--- config.mk ---
export PLATFORM = sky130hd
export DESIGN_NAME = deserializer_stream
export DESIGN_NICKNAME = d
export VERILOG_FILES = /design/src/rtl/deserializer_pkg.sv /design/src/rtl/deser_out_fifo.sv /design/src/rtl/deserializer_stream.sv
export SDC_FILE = /design/constraint.sdc
export NUM_CORES = 1
export LEC_CHECK = 0
export CORE_ASPECT_RATIO = 1.25
export CORE_MARGIN = 10
export CORE_UTILIZATION = 49
export DETAILED_ROUTE_END_ITERATION = 8
export PLACE_DENSITY = 0.7
export SLEW_MARGIN = 20
export SYNTH_ARGS = -nofsm -noshare
export SYNTH_HDL_FRONTEND = slang
export SYNTH_HIERARCHICAL = 1
export SYNTH_SLANG_ARGS = --single-unit
--- constraint.sdc ---
create_clock -name clk_i -period 3.91 [get_ports clk_i]
set_input_delay 0.5865 -clock clk_i [delete_from_list [all_inputs] [get_ports clk_i]]
set_output_delay 0.5865 -clock clk_i [all_outputs]
set_load 0.01 [all_outputs]
--- src/rtl/deserializer_pkg.sv ---
// Shared types and width helpers for the serial-to-parallel deserializer.
package deserializer_pkg;

    function automatic int mod_width(input int data_w);
        return $clog2(data_w + 1);
    endfunction

    localparam int DEFAULT_DATA_W = 16;
    localparam int DEFAULT_MOD_W  = mod_width(DEFAULT_DATA_W);

    // Word record at the default width; wider instances declare the same layout locally.
    typedef struct packed {
        logic [DEFAULT_MOD_W-1:0]  mod;
        logic [DEFAULT_DATA_W-1:0] data;
    } deser_word_t;

endpackage

--- src/rtl/deser_out_fifo.sv ---
// Show-ahead output FIFO for completed words; reads as zero while empty.
module deser_out_fifo
    import deserializer_pkg::*;
#(
    parameter type word_t = deser_word_t,
    parameter int  DEPTH  = 2
) (
    input  logic  clk_i,
    input  logic  arst_i,
    input  logic  push_i,
    input  word_t push_word_i,
    input  logic  pop_i,
    output word_t head_o,
    output logic  head_val_o,
    output logic  full_o
);

    localparam int         AW      = $clog2(DEPTH);
    localparam logic [AW:0] PTR_ONE = (AW + 1)'(1);

    logic [AW:0] wr_ptr_q;
    logic [AW:0] rd_ptr_q;
    word_t       mem_q [DEPTH];
    logic        empty;
    logic        do_pop;
    logic        do_push;

    // Extra pointer bit separates the full and empty cases when the indices match.
    assign empty   = (wr_ptr_q == rd_ptr_q);
    assign full_o  = (wr_ptr_q[AW] != rd_ptr_q[AW]) && (wr_ptr_q[AW-1:0] == rd_ptr_q[AW-1:0]);
    assign do_pop  = pop_i && !empty;
    assign do_push = push_i && (!full_o || do_pop);

    always_ff @(posedge clk_i or posedge arst_i) begin
        if (arst_i) begin
            wr_ptr_q <= '0;
            rd_ptr_q <= '0;
        end else begin
            if (do_push) wr_ptr_q <= wr_ptr_q + PTR_ONE;
            if (do_pop)  rd_ptr_q <= rd_ptr_q + PTR_ONE;
        end
    end

    // NOTE: storage is deliberately not reset; the pointers alone define which entries are live.
    always_ff @(posedge clk_i) begin
        if (do_push) mem_q[wr_ptr_q[AW-1:0]] <= push_word_i;
    end

    assign head_val_o = !empty;
    assign head_o     = empty ? '0 : mem_q[rd_ptr_q[AW-1:0]];

endmodule

--- src/rtl/deserializer_stream.sv ---
// Serial bit collector feeding a ready/valid word FIFO, with drop-on-full overflow flag.
module deserializer_stream
    import deserializer_pkg::*;
#(
    parameter int DATA_BUS_WIDTH = 16,
    parameter bit MSB_FIRST      = 1'b1,
    parameter int OUT_DEPTH      = 2,
    parameter int MOD_WIDTH      = mod_width(DATA_BUS_WIDTH)
) (
    input  logic                      clk_i,
    input  logic                      arst_i,
    input  logic                      data_i,
    input  logic                      data_val_i,
    input  logic                      data_last_i,
    output logic [DATA_BUS_WIDTH-1:0] deser_data_o,
    output logic [MOD_WIDTH-1:0]      deser_data_mod_o,
    output logic                      deser_data_val_o,
    input  logic                      deser_data_ready_i,
    output logic                      overflow_o
);

    localparam int                CNT_W    = $clog2(DATA_BUS_WIDTH);
    localparam logic [CNT_W-1:0]  CNT_LAST = CNT_W'(DATA_BUS_WIDTH - 1);

    typedef struct packed {
        logic [MOD_WIDTH-1:0]      mod;
        logic [DATA_BUS_WIDTH-1:0] data;
    } word_t;

    logic [CNT_W-1:0]          cnt_q, cnt_d;
    logic [DATA_BUS_WIDTH-1:0] buf_q, buf_d;
    logic                      overflow_q, overflow_d;
    logic [CNT_W-1:0]          pos;
    word_t                     word_d;
    word_t                     head;
    logic                      complete;
    logic                      fifo_full;
    logic                      pop;
    logic                      push;

    // NOTE: every signal driven here gets a default first so no latch is inferred.
    always_comb begin
        pos         = MSB_FIRST ? (CNT_LAST - cnt_q) : cnt_q;
        word_d      = '0;
        word_d.data = buf_q;
        word_d.data[pos] = data_i;
        word_d.mod  = MOD_WIDTH'(cnt_q) + MOD_WIDTH'(1);

        complete   = data_val_i && ((cnt_q == CNT_LAST) || data_last_i);
        pop        = deser_data_val_o && deser_data_ready_i;
        push       = complete && (!fifo_full || pop);
        overflow_d = complete && fifo_full && !pop;

        cnt_d = cnt_q;
        buf_d = buf_q;
        if (data_val_i) begin
            if (complete) begin
                cnt_d = '0;
                buf_d = '0;
            end else begin
                cnt_d = cnt_q + CNT_W'(1);
                buf_d = word_d.data;
            end
        end
    end

    // NOTE: state updates use non-blocking assignments so every register samples pre-edge values.
    always_ff @(posedge clk_i or posedge arst_i) begin
        if (arst_i) begin
            cnt_q      <= '0;
            buf_q      <= '0;
            overflow_q <= 1'b0;
        end else begin
            cnt_q      <= cnt_d;
            buf_q      <= buf_d;
            overflow_q <= overflow_d;
        end
    end

    deser_out_fifo #(
        .word_t (word_t),
        .DEPTH  (OUT_DEPTH)
    ) u_out_fifo (
        .clk_i       (clk_i),
        .arst_i      (arst_i),
        .push_i      (push),
        .push_word_i (word_d),
        .pop_i       (pop),
        .head_o      (head),
        .head_val_o  (deser_data_val_o),
        .full_o      (fifo_full)
    );

    assign deser_data_o     = head.data;
    assign deser_data_mod_o = head.mod;
    assign overflow_o       = overflow_q;

endmodule

==> results.md <==
* Worst IR Drop VDD at between 400 and 500 uV
* Mean Syn Cell Area at about 12 um2
* CTS clk-pin slew, worst paths at around 0.07 ns
* Top-count cell post-synth: edfxtp_1
* Setup Skew at 0.00872 ns
* Placer congestion estimate at roughly 0.86
* Fin Setup TNS at 0 ns
* Final Power at around 0.0025 W
* Worst-margin pin slew at 0.854 ns
* DIE WIDTH at roughly 93 um
* Core area at around 0.0065 mm2
* Area Overhead vs Synth at 14.5%
* Seq/Total Area, Yosys at between 50% and 60%
* Post-Synth XOR/XNOR Area at between 1.5 and 2%
* Initial Utilization at 49.7%
* Clock buffer count from CTS at 9
* Main area contributors after synthesis: edfxtp_1 (39%), dfrtp_1 (19%), mux2i_1 (6.8%)
* Fmax at between 0.3 and 0.4 GHz
* Die span in y at 111 um
* Post-synthesis mux area share at ~7.5%
* Seq cells post-synth at 67
* Dominant synthesized flop cell: edfxtp_1
* Initial antenna violation count at 0
* Main combinational cell family by area after synthesis: compound AO/OA/AOI/OAI gates
* Ports at 29
* Commonest cells post-synth: edfxtp_1 (42), dfrtp_1 (25), nor2_1 (25)
* Slew margin rel. at 43.0%
* Met3 WL post-DR at roughly 330 um
* N_diodes at 0
* Via Count at around 2100
* Post-Syn Nets at 285
* Tot GR Track Use at 13.9%
* Syn Inst Count at 275
* Fin. max-slew vios at 0
* Crit path max fanout at 22
* Total Wirelength at around 6700 um
* Drt wl/cell at about 17 um
* PostCTS Resize Cnt at 0
* Post-synth cell types at 44
* Routed met1 length at approximately 2800 um
* Tcrit/Tclk final at between 70% and 80%
* Arrival time of the worst setup path at 2.38 ns
* # clock sinks at 67
* Fin nets at between 300 and 400
* Kind of critical path: reg2out
* Power density over cell area at 689 mW/mm2
* Fin crit period at 2.96 ns
* TritonCTS clock tree: yes
* FILL cells at 552
* Drt drc at 0
* DR WL met2 at 3350 um
* Synth Area in Adders at under 10%
* Largest net degree at the start of global routing at 25
* Setup crit start kind: flop
* Max_cap viols at 0
* Worst hold path class: in2async
* Most area-hungry cell type in the Yosys netlist: edfxtp_1
* First-pass GRT wire length at 11100 um
* Netlist Area Pre-Place at ~0.0032 mm2
* Vias/cell at 5.51
* Port Buffers at 28
* Yosys synthesis warning count at 6
* Post CTS Setup Buffer Count at 0
* H-tree Lvls at 3
* Remaining antenna violation count after routing at 0
* Status: finished, final reports clean
* Total grt overflow at 0
* Unrepaired setup endpoints after global routing: false
* Site row count at 33
* Final Hold Fails at 0
* Hold Buf Count CTS at 0
* Vias in the first global route at roughly 2200
* Simple-gate area share of the yosys netlist at between 10% and 20%
* Synth Area in Compound Gates at roughly an eighth
* Post-synth top area share at 39.2%
* CP required at 3.32 ns
* Root Driver: clkbuf_8
* Final setup violation count at 0
* CTS max path bufs at 2
* Die ar. at around 0.010 mm2
* Top Metal Used: met4
* Leakage power at between 1 and 1.5 nW
* R2r worst-path depth at 9
* 1st-pass router iterations at 4
* Ys async rst share at 37.3%
* Initial drt markers at a little over 70
* Final HPWL DP at roughly 4700 um
* Layout cells sized above 1 at around a tenth
* Post-synth EDFFs at 42
* CP Capture Type: output port
* Worst-Skew Late Latency at ~0.34 ns
[worst paths after layout]
check                                                   start                            endpoint  slack [ns]
min in group clk_i                      buf_q[15]$_DFFE_PP0P_               buf_q[15]$_DFFE_PP0P_        0.49
max in group asynchronous                              arst_i                buf_q[7]$_DFFE_PP0P_        2.64
setup / recovery           u_out_fifo/wr_ptr_q[1]$_DFFE_PP0P_                 deser_data_mod_o[0]        0.95
hold / removal                                         arst_i  u_out_fifo/rd_ptr_q[0]$_DFFE_PP0P_        0.45
setup reg to reg           u_out_fifo/wr_ptr_q[1]$_DFFE_PP0P_   u_out_fifo/mem_q[0][11]$_DFFE_PP_        1.25
hold reg to reg                         buf_q[15]$_DFFE_PP0P_               buf_q[15]$_DFFE_PP0P_        0.49
[layer usage]
layer,track usage [%],up-vias
met5,0,-
met4,7.94,0
met3,4.20,12
met2,22.4,54
met1,15.8,1037
li1,-,1042
[worst max-delay path, cell delays in order (launching register included)]
cell and delay (ns):
dfrtp_1 0.45, xor2_2 0.22, nor2_2 0.69, nor2_1 0.14
clkdlybuf4s50_1 0.53
[cells in the final DEF (no fill, tap or decap), drive strengths merged, types with 9 or more instances in the layout]
cell type / count
edfxtp: 42
o21ai: 32
clkdlybuf4s50: 28
nor2: 28
dfrtp: 25
mux2i: 22
nand2: 18
inv: 17
clkbuf: 13
a32oi: 9
[power by group]
part / internal [W] / switching, W
clock network: 0.000293 / 0.000251
logic: 0.000515 / 0.000555
registers: 0.000874 / 0.0000548
[through the flow]
| step | std cells | hold WS, ns | utilization (%) | instance area, um2 | worst slack (ns) |
|---|---|---|---|---|---|
| 4_1_cts | 389 | 0.448 | 56.9 | 3690 | 0.906 |
| 3_3_place_gp | 373 | 0.469 | 54.2 | 3510 | 1.12 |
| 5_1_grt | 389 | 0.465 | 56.9 | 3690 | 0.774 |
| 3_5_place_dp | 373 | 0.474 | 54.2 | 3510 | 1.04 |
| 2_1_floorplan | 275 | 0.353 | - | 3220 | 0.963 |
| 6_report | 389 | 0.452 | 56.9 | 3690 | 0.946 |
[cell type report]
| type | count | area, um2 | share of cell area, % |
|---|---|---|---|
| Sequential cell | 67 | 1890 | 51.2 |
| Clock inverter | 3 | 38.8 | 1.05 |
| Tap cell | 87 | 109 | 2.95 |
| Multi-Input combinational cell | 171 | 1150 | 31.1 |
| Timing Repair Buffer | 31 | 303 | 8.21 |
| Clock buffer | 13 | 139 | 3.77 |
| Inverter | 17 | 63.8 | 1.73 |
[registers in the layout, summed over array words and instances, names as in the netlist]
register	count
u_out_fifo/mem_q	42
u_out_fifo/wr_ptr_q	2
u_out_fifo/rd_ptr_q	2
overflow_o	1
cnt_q	4
buf_q	16
[cells by family (layout without fill, tap and decap cells)]
family | after synthesis | count (layout)
muxes | 24 | 24
DFF | 67 | 67
buffers and inverters | 37 | 64
AOI/OAI and AO/OA | 63 | 63
adders and majority gates | 4 | 4
xor gates and xnor gates | 5 | 5
and+or+nand+nor | 75 | 75
Power figures use the tool's default switching activity.
